--- src/rtl/axis_pkt_select_mux.sv ---
// N:1 AXI-Stream packet multiplexer with a register-controlled select that only
// switches inputs on packet boundaries, plus a forwarded-packet counter.
module axis_pkt_select_mux #(
    parameter  int WIDTH      = 64,
    parameter  int NUM_INPUTS = 2,
    localparam int SEL_W      = (NUM_INPUTS > 1) ? $clog2(NUM_INPUTS) : 1
) (
    input  logic                        clk,
    input  logic                        rst_n,
    input  logic [SEL_W-1:0]            sel,
    input  logic [NUM_INPUTS*WIDTH-1:0] s_axis_tdata,
    input  logic [NUM_INPUTS-1:0]       s_axis_tlast,
    input  logic [NUM_INPUTS-1:0]       s_axis_tvalid,
    output logic [NUM_INPUTS-1:0]       s_axis_tready,
    output logic [WIDTH-1:0]            m_axis_tdata,
    output logic                        m_axis_tlast,
    output logic                        m_axis_tvalid,
    input  logic                        m_axis_tready,
    output logic [SEL_W-1:0]            cur_sel,
    output logic                        busy,
    output logic [31:0]                 pkt_count
);

    localparam logic [0:0] ST_IDLE = 1'b0;
    localparam logic [0:0] ST_PASS = 1'b1;

    logic [0:0]       state_q, state_d;
    logic [SEL_W-1:0] cur_sel_q, cur_sel_d;
    logic [WIDTH-1:0] m_data_q, m_data_d;
    logic             m_last_q, m_last_d;
    logic             m_valid_q, m_valid_d;
    logic [31:0]      pkt_count_q, pkt_count_d;

    logic [SEL_W-1:0] eff;
    logic             load_ok;
    logic             in_valid;
    logic             in_last;
    logic [WIDTH-1:0] in_data;
    logic             in_hs;

    // Input side: route the effective input; an out-of-range select matches no
    // input, so every tready stays low and nothing is accepted.
    always_comb begin
        // NOTE: every signal gets a default first so no path through the block
        // leaves it unassigned, which would otherwise infer a latch.
        s_axis_tready = '0;
        in_valid      = 1'b0;
        in_last       = 1'b0;
        in_data       = '0;
        eff           = (state_q == ST_PASS) ? cur_sel_q : sel;
        load_ok       = !m_valid_q || m_axis_tready;
        for (int i = 0; i < NUM_INPUTS; i++) begin
            if (int'(eff) == i) begin
                s_axis_tready[i] = load_ok && rst_n;
                in_valid         = s_axis_tvalid[i];
                in_last          = s_axis_tlast[i];
                in_data          = s_axis_tdata[i*WIDTH +: WIDTH];
            end
        end
        in_hs = in_valid && load_ok;
    end

    always_comb begin
        state_d     = state_q;
        cur_sel_d   = cur_sel_q;
        m_data_d    = m_data_q;
        m_last_d    = m_last_q;
        m_valid_d   = m_valid_q;
        pkt_count_d = pkt_count_q;

        if (state_q == ST_IDLE) begin
            cur_sel_d = sel;
        end
        if (in_hs) begin
            state_d   = in_last ? ST_IDLE : ST_PASS;
            m_data_d  = in_data;
            m_last_d  = in_last;
            m_valid_d = 1'b1;
        end else if (m_valid_q && m_axis_tready) begin
            m_valid_d = 1'b0;
        end
        if (m_valid_q && m_axis_tready && m_last_q) begin
            pkt_count_d = pkt_count_q + 32'd1;
        end
    end

    always_ff @(posedge clk or negedge rst_n) begin
        if (!rst_n) begin
            state_q     <= ST_IDLE;
            cur_sel_q   <= '0;
            m_data_q    <= '0;
            m_last_q    <= 1'b0;
            m_valid_q   <= 1'b0;
            pkt_count_q <= '0;
        end else begin
            // NOTE: non-blocking assignments so every register samples the
            // pre-edge values, independent of statement order.
            state_q     <= state_d;
            cur_sel_q   <= cur_sel_d;
            m_data_q    <= m_data_d;
            m_last_q    <= m_last_d;
            m_valid_q   <= m_valid_d;
            pkt_count_q <= pkt_count_d;
        end
    end

    assign m_axis_tdata  = m_data_q;
    assign m_axis_tlast  = m_last_q;
    assign m_axis_tvalid = m_valid_q;
    assign cur_sel       = cur_sel_q;
    assign busy          = (state_q == ST_PASS);
    assign pkt_count     = pkt_count_q;

endmodule

--- config.mk ---
export PLATFORM = sky130hd
export DESIGN_NAME = axis_pkt_select_mux
export DESIGN_NICKNAME = d
export VERILOG_FILES = /design/src/rtl/axis_pkt_select_mux.sv
export SDC_FILE = /design/constraint.sdc
export NUM_CORES = 1
export LEC_CHECK = 0
export ABC_AREA = 0
export CORE_ASPECT_RATIO = 0.8
export CORE_MARGIN = 2
export CORE_UTILIZATION = 44
export CTS_CLUSTER_DIAMETER = 200
export CTS_CLUSTER_SIZE = 12
export DETAILED_ROUTE_END_ITERATION = 8
export HOLD_SLACK_MARGIN = 0.02
export PLACE_DENSITY = 0.95
export RECOVER_POWER = 50
export SYNTH_ARGS = -nofsm -noshare
export SYNTH_HDL_FRONTEND = slang
export SYNTH_SLANG_ARGS = --single-unit
--- constraint.sdc ---
create_clock -name clk -period 4.9 [get_ports clk]
set_input_delay 0.735 -clock clk [delete_from_list [all_inputs] [get_ports clk]]
set_output_delay 0.735 -clock clk [all_outputs]
set_load 0.02 [all_outputs]
==> results.toml, run 1 <==
[critical_path]
crit_type = "input port to output pin"
startpoint = "sel"
endpoint = "s_axis_tready[0]"
cp_data_required_time_ns = 4.16
end_kind = "output pin"
reg2reg_depth = 5
cpMaxStageDelayCell = "mux2i_4"
r2r_start = "busy"
r2r_setup_slack_ns = 1.96
worstPathArrival_ns = 2.69
path_max_fanout = 22
crit_path_start_kind = "input port"
cp_top_family = "buffers and inverters"
max_stage_delay_ns = 0.64
crit_path_frequent_cell = "clkdlybuf4s50_1"
cp_num_buf_inv = 3
crit_path_cell_trace = "clkdlybuf4s50_1 > mux2i_4 > inv_1 > nor2_1 > clkdlybuf4s50_1"
cp.depth = 5
rr_endpoint = "m_axis_tdata[55]"

[synth]
synth_ff_type = "dfrtp_1"
synth_edf_count = 0
ys_ff_latch = 100
yosysWarningCount = 0
yosysTopAreaCell = "dfrtp_1"
syn_inst = 357
yosysSeqAreaShare_pct = 51.9
syn_area_per_cell_um2 = 13.5
yosys.cell_count.top_type = "mux2_2"
syn-num-nets = 494
synth_top_area_share_pct = 51.9
ys_types = 30
ys_async_sr_fraction_pct = 100
syn_area_um2 = 4830
synth_area_leaders = "dfrtp_1 (52%), mux2_2 (30%), xnor2_1 (4.4%), nand4_1 (1.9%), nand3_1 (1.5%)"
synthTopCellsByCount = "mux2_2 (129), dfrtp_1 (100), xnor2_1 (24), nand4_1 (15), nand3_1 (14)"

[timing]
postLayoutSetupSlackWorst_ns = 1.47
rsz0062_at_grt = "false"
slew_headroom_pct = -74.5
post-route-period-util_pct = 69.9
setup_violations = 0
timing.fmax_mhz = 292
worst_pin_slew_ns = 2.62
hold_viol_final = 0
holdWs_ns = 0.416
fin_tns_setup_ns = 0
fin_worst_skew_ns = 0.0109
period_needed_ns = 3.43
maxSlewViolCount = 52

[clocking]
post_cts_buffers = 0
cts_tree = "yes"
hold_buffers = 0
clock-root-buffer = "clkbuf_16"
clock_sinks = 100
ctsLongestPathBuffers = 2
htreeDepth = 3
post_cts_resize_count = 0
clk-insertion-delay-late_ns = 0.34
cts_buffers = 9
clkTransAtPathRegs_ns = 0.07

[global_route]
antenna_found_initial = 1
gr-total-overflow = 0
grtUsageTotal_pct = 21.5
grt_max_degree = 52
first_global_vias = 3999
grt_pass1_wl_um = 20100

[floorplanning]
die_h_um = 97.7
fp.dieW_um = 121
io_pins = 238
row_count = 34
core_area_um2 = 10800
die_area_um2 = 11800
initial_core_util_pct = 44.8

[route]
detail-route-antenna-nets = 0
wl_per_cell_um = 16.9
drt_iter0_markers = 132
viasPerCell = 5.06
routed_wl_um = 12600
via_count = 3757
dr.pass1.iters = 4
drc = 0

[placement]
place.gp.congestion = 0.830
dp_slack_ns = 1.23
dp.cells = 726
io_buffer_count = 237
dp_hpwl_um = 9850
placed_area_um2 = 7330

[finish]
fin_cells = 743
postLayoutCellArea_um2 = 7630
nNetsFinal = 730
regArea_um2 = 2500
multi_input_area_um2 = 2210
num-fill-cells = 757
utilization_pct = 70.9
drive_gt1_share_pct = 25.6
syn_to_final_growth_pct = 58.1

[power]
power.total_mw = 4.06
vdd_drop_max_mv = 0.286
p_per_area_nw_per_um2 = 532
total_leakage_power_nw = 3.07

[status]
outcome = "finished, violations left"
violations = "capacitance limit, slew limit"

[min_path]
hold_class = "input port to asynchronous set/reset pin"

[job]
cap_violations = 1
-- state kept, by name (all words and copies together) (netlist names) --
name           cells
busy               1
m_axis_tlast       1
m_axis_tdata      64
m_axis_tvalid      1
cur_sel            1
pkt_count         32
-- layout by cell type, fill, tap and decap left out, drive strengths merged, types with 9 or more instances in the layout --
cell / instances
clkdlybuf4s50: 194
mux2: 130
dfrtp: 100
dlygate4sd3: 42
xnor2: 24
nand4: 15
nand3: 15
nand2: 12
clkbuf: 10
inv: 9
-- how the worst min path moves through the flow --
stage	startpoint	end	slack [ns]	cells past startpoint
CTS	rst_n	m_axis_tdata[57]	0.44	1
global placement	m_axis_tdata[41]	m_axis_tdata[41]	0.47	1
detailed placement	pkt_count[27]	pkt_count[27]	0.48	1
global route	rst_n	m_axis_tdata[2]	0.45	1
floorplan	rst_n	busy	0.44	0
finish	rst_n	m_axis_tdata[2]	0.42	1
-- layout make-up --
type / instances / area share [%]
Antenna cell: 1 / 0.0328
Clock buffer: 9 / 2.95
Clock inverter: 7 / 1.16
Inverter: 4 / 0.197
Multi-Input combinational cell: 238 / 29.0
Sequential cell: 100 / 32.8
Tap cell: 144 / 2.36
Timing Repair Buffer: 240 / 31.5
-- routing by layer --
| layer | vias to the layer above | routed length, um | global-route usage (%) |
|---|---|---|---|
| met3 | 23 | 1050 | 6.28 |
| met4 | 0 | 257 | 6.17 |
| li1 | 1754 | - | - |
| met5 | - | 0 | 0 |
| met2 | 160 | 6350 | 38.5 |
| met1 | 1820 | 4920 | 24.7 |
-- power by group --
part           switching (mW)  internal (mW)
logic                   0.916           1.08
registers               0.191           1.14
clock network           0.323          0.410
total                    1.43           2.63
-- cells by family (layout without fill, tap and decap cells) --
family	after synthesis	count (layout)	synth area share [%]
AO/OA/AOI/OAI	1	1	0.182
XOR/XNOR	31	31	5.63
adder cells (fa/ha/maj)	1	1	0.259
buffers and inverters	19	260	2.33
flip-flops	100	100	51.9
multiplexers	134	134	31.2
other	0	1	0
AND/OR/NAND/NOR	71	71	8.50
No activity file was read; power rests on OpenSTA's default activity.
==> run 2: changes to the inputs <==
--- a/config.mk
+++ b/config.mk
@@ -8,12 +8,12 @@
 export ABC_AREA = 0
 export CORE_ASPECT_RATIO = 0.8
 export CORE_MARGIN = 2
-export CORE_UTILIZATION = 44
+export CORE_UTILIZATION = 37
 export CTS_CLUSTER_DIAMETER = 200
 export CTS_CLUSTER_SIZE = 12
 export DETAILED_ROUTE_END_ITERATION = 8
 export HOLD_SLACK_MARGIN = 0.02
-export PLACE_DENSITY = 0.95
+export PLACE_DENSITY = 0.86
 export RECOVER_POWER = 50
 export SYNTH_ARGS = -nofsm -noshare
 export SYNTH_HDL_FRONTEND = slang
==> constraint.sdc (replaced) <==
create_clock -name clk -period 3 [get_ports clk]
set_input_delay 0.45 -clock clk [delete_from_list [all_inputs] [get_ports clk]]
set_output_delay 0.45 -clock clk [all_outputs]
set_load 0.02 [all_outputs]
==> results.toml, run 2 (same netlist as run 1, synthesis figures left out) <==
[status]
outcome = "finished clean"

[finish]
fin_cells = 774
utilization_pct = 59.7
n_antenna_cell = 0
largest_reg_flops = 64
drive_gt1_share_pct = 25.0
postLayoutCellArea_um2 = 7630
nNetsFinal = 732
syn_to_final_growth_pct = 58.1
final_cell_mix = "clkdlybuf4s50_1 (196), mux2_2 (129), dfrtp_1 (100)"
layout_commonest_cell = "clkdlybuf4s50_1"

[power]
p_per_area_nw_per_um2 = 860
total_leakage_power_nw = 3.06
power.internal_mw = 4.26
swShare_pct = 35.0
vdd_drop_max_mv = 0.546
power_frac_comb_pct = 49.6
p_seq_share_pct = 33.0
netSwitchingPower_mw = 2.29
pwr-share-clk_pct = 17.4
power.total_mw = 6.56

[clocking]
hold_buffers = 0
ctsLongestPathBuffers = 2
clock_sinks = 100
clock-root-buffer = "clkbuf_16"
post_cts_resize_count = 0
clk-insertion-delay-late_ns = 0.35
htreeDepth = 3
cts_buffers = 9
cts_tree = "yes"
clkTransAtPathRegs_ns = 0.06
post_cts_buffers = 0

[global_route]
grt_max_degree = 65
grtUsageTotal_pct = 19.7
first_global_vias = 4046
gr-total-overflow = 0
grt_pass1_wl_um = 21800
antenna_found_initial = 0

[floorplanning]
initial_core_util_pct = 37.8
row_count = 37
fp.dieW_um = 132
die_h_um = 106
core_area_um2 = 12800
io_pins = 238
die_area_um2 = 14000

[route]
detail-route-antenna-nets = 0
viasPerCell = 4.92
wl_per_cell_um = 17.2
routed_wl_um = 13300
drt_iter0_markers = 132
via_count = 3811
dr.pass1.iters = 4
drc = 0

[timing]
post-route-period-util_pct = 85.9
hold_viol_final = 0
rsz0062_at_grt = "false"
period_needed_ns = 2.58
timing.fmax_mhz = 388
fin_worst_skew_ns = 0.00719
setup_violations = 0
maxSlewViolCount = 0
postLayoutSetupSlackWorst_ns = 0.424
fin_tns_setup_ns = 0
holdWs_ns = 0.463
slew_headroom_pct = 19.8
worst_pin_slew_ns = 1.20

[placement]
placed_area_um2 = 7380
dp.cells = 759
dp_slack_ns = 0.457
dp_hpwl_um = 10000
io_buffer_count = 237
place.gp.congestion = 0.811

[critical_path]
crit_type = "input port to output pin"
crit_path_start_kind = "input port"
cp_data_required_time_ns = 2.55
end_kind = "output pin"
path_max_fanout = 6
worstPathArrival_ns = 2.13

[job]
cap_violations = 0

[min_path]
hold_class = "register to register"
==> run 2: cell count changes in the layout (fill, tap and decap cells not counted), moves of 2 or more <==
cell,previous run,this run
inv_8,3,0
clkbuf_1,1,3
clkdlybuf4s50_1,194,196
dlygate4sd3_1,42,40
inv_6,2,0
nor4_1,3,1
nor4_2,0,2
==> run 2: path summary, 6_finish.rpt <==
check | startpoint | to | slack (ns) | cells after the start
max reg2reg | busy | m_axis_tdata[20] | 0.52 | 5
min in group asynchronous | rst_n | m_axis_tdata[61] | 0.52 | 2
max | sel | s_axis_tready[0] | 0.42 | 5
min | pkt_count[31] | pkt_count[31] | 0.46 | 1
max in group asynchronous | rst_n | m_axis_tdata[11] | 1.14 | 3
min reg2reg | pkt_count[31] | pkt_count[31] | 0.46 | 1
==> run 2: final cells by class <==
cell class	instances	area, um^2
timing repair buffer	242	2410
inverter	4	15.0
clock buffer	11	233
fill	1021	5150
multi-input combinational	238	2190
clock inverter	4	51.3
tap	175	219
sequential	100	2500
==> run 2: metal layers <==
metal	share of wire (%)	track usage, %	vias up
met4	1.8	5.59	0
li1	-	-	1762
met2	50	33.7	148
met5	0	0	-
met3	7.2	7.53	19
met1	41	23.2	1882
==> run 2: worst max-delay path: stages <==
cell and delay (ns):
clkdlybuf4s50_1 0.41, mux2i_1 0.42, inv_1 0.12, nor2_1 0.12
clkdlybuf4s50_1 0.60
==> run 2: power by group through the flow <==
stage / Combinational [mW] / Clock (mW) / Sequential, mW
after floorplan: 1.29 / 0 / 2.77
after global placement: 3.32 / 0 / 2.17
after detailed placement: 3.41 / 0 / 2.21
after CTS: 3.41 / 1.18 / 2.19
after global routing: 3.45 / 1.24 / 2.23
final: 3.25 / 1.14 / 2.16
==> run 3: changes to the inputs <==
--- a/config.mk
+++ b/config.mk
@@ -8,13 +8,14 @@
 export ABC_AREA = 0
 export CORE_ASPECT_RATIO = 0.8
 export CORE_MARGIN = 2
-export CORE_UTILIZATION = 37
+export CORE_UTILIZATION = 41
 export CTS_CLUSTER_DIAMETER = 200
 export CTS_CLUSTER_SIZE = 12
 export DETAILED_ROUTE_END_ITERATION = 8
 export HOLD_SLACK_MARGIN = 0.02
-export PLACE_DENSITY = 0.86
+export PLACE_DENSITY = 0.9
 export RECOVER_POWER = 50
 export SYNTH_ARGS = -nofsm -noshare
 export SYNTH_HDL_FRONTEND = slang
 export SYNTH_SLANG_ARGS = --single-unit
+export TNS_END_PERCENT = 30
==> constraint.sdc (replaced) <==
create_clock -name clk -period 3.3 [get_ports clk]
set_input_delay 0.495 -clock clk [delete_from_list [all_inputs] [get_ports clk]]
set_output_delay 0.495 -clock clk [all_outputs]
set_load 0.02 [all_outputs]
==> results.toml, run 3 (same netlist as run 1, synthesis figures left out) <==
[power]
p_seq_share_pct = 32.6
p_per_area_nw_per_um2 = 785
power_frac_comb_pct = 50.2
total_leakage_power_nw = 3.08
netSwitchingPower_mw = 2.11
power.internal_mw = 3.88
pwr-share-clk_pct = 17.2
swShare_pct = 35.2
vdd_drop_max_mv = 0.471

[timing]
rsz0062_at_grt = "false"
fin_worst_skew_ns = 0.00618
timing.fmax_mhz = 381
setup_violations = 0
post-route-period-util_pct = 79.5
slew_headroom_pct = 19.3
period_needed_ns = 2.62
worst_pin_slew_ns = 1.21
maxSlewViolCount = 0
fin_tns_setup_ns = 0
hold_viol_final = 0

[route]
via_count = 3672
routed_wl_um = 12500
wl_per_cell_um = 16.8
detail-route-antenna-nets = 0
dr.pass1.iters = 4
viasPerCell = 4.90
drt_iter0_markers = 104
drc = 0

[placement]
io_buffer_count = 237
placed_area_um2 = 7370
place.gp.congestion = 0.790
dp_hpwl_um = 9870

[clocking]
clock_sinks = 100
cts_buffers = 9
clkTransAtPathRegs_ns = 0.07
cts_tree = "yes"
clk-insertion-delay-late_ns = 0.34
clock-root-buffer = "clkbuf_16"
ctsLongestPathBuffers = 2
htreeDepth = 3
post_cts_buffers = 0
hold_buffers = 0
post_cts_resize_count = 0

[global_route]
grtUsageTotal_pct = 20.4
grt_max_degree = 56
antenna_found_initial = 0
grt_pass1_wl_um = 20600
gr-total-overflow = 0
first_global_vias = 4050

[critical_path]
worstPathArrival_ns = 2.13
reg2reg_depth = 6
crit_path_start_kind = "input port"
path_max_fanout = 4
end_kind = "output pin"
cp_data_required_time_ns = 2.80
crit_type = "input port to output pin"

[status]
outcome = "finished clean"

[floorplanning]
fp.dieW_um = 125
io_pins = 238
core_area_um2 = 11500
die_h_um = 101
row_count = 35
initial_core_util_pct = 41.9
die_area_um2 = 12700

[min_path]
hold_class = "register to register"
hold_depth = 1

[finish]
final_cell_mix = "clkdlybuf4s50_1 (196), mux2_2 (129), dfrtp_1 (100)"
num-fill-cells = 864
largest_reg_flops = 64
layout_commonest_cell = "clkdlybuf4s50_1"
n_antenna_cell = 0
nNetsFinal = 733
postLayoutCellArea_um2 = 7620
drive_gt1_share_pct = 25.5
syn_to_final_growth_pct = 58.0

[job]
cap_violations = 0
==> run 3: per-layer routing <==
| metal | routed length [um] | share of wire [%] | vias to the layer above | GRT usage, % |
|---|---|---|---|---|
| li1 | - | - | 1757 | - |
| met1 | 5150 | 41 | 1757 | 23.8 |
| met2 | 6370 | 51 | 142 | 37.0 |
| met3 | 864 | 6.9 | 16 | 6.48 |
| met4 | 167 | 1.3 | 0 | 4.70 |
| met5 | 0 | 0 | - | 0 |
==> run 3: final timing paths <==
path	startpoint	end	slack, ns
max	sel	s_axis_tready[0]	0.68
min	pkt_count[31]	pkt_count[31]	0.48
max reg2reg	busy	m_axis_tdata[14]	0.92
min reg2reg	pkt_count[31]	pkt_count[31]	0.48
max in group asynchronous	rst_n	m_axis_tdata[44]	1.33
min in group asynchronous	rst_n	pkt_count[30]	0.70
==> run 3: per-stage QoR <==
stage | instances | total power, mW | setup slack, ns | hold WS, ns | util (%)
finish | 749 | 5.98 | 0.677 | 0.482 | 66.2
CTS | 749 | 6.18 | 0.775 | 0.347 | 66.6
global placement | 733 | 5.02 | 0.709 | 0.460 | 64.0
floorplan | 357 | 3.70 | 1.16 | 0.199 | -
detailed placement | 733 | 5.13 | 0.651 | 0.475 | 64.0
global route | 749 | 6.32 | 0.538 | 0.504 | 66.2
==> run 3: layout make-up <==
type / count / area, um^2 / share of cell area (%)
clock buffers: 11 / 253 / 3.31
clock inverters: 5 / 42.5 / 0.558
inverters: 4 / 15.0 / 0.197
multi-input cells: 238 / 2190 / 28.8
flip-flops and latches: 100 / 2500 / 32.8
well taps: 148 / 185 / 2.43
repair buffers: 243 / 2430 / 31.9
==> run 3: critical path: stages <==
cell and delay, ns:
clkdlybuf4s50_1 0.40, mux2i_1 0.38, inv_1 0.12, nor2_1 0.12, clkdlybuf4s50_1 0.61
==> run 3: power groups by stage <==
| stage | Clock (mW) | Combinational (mW) | Sequential [mW] |
|---|---|---|---|
| floorplan | 0 | 1.18 | 2.52 |
| global placement | 0 | 3.06 | 1.97 |
| detailed placement | 0 | 3.13 | 2.00 |
| CTS | 1.06 | 3.14 | 1.98 |
| global route | 1.12 | 3.18 | 2.02 |
| finish | 1.03 | 3.00 | 1.95 |
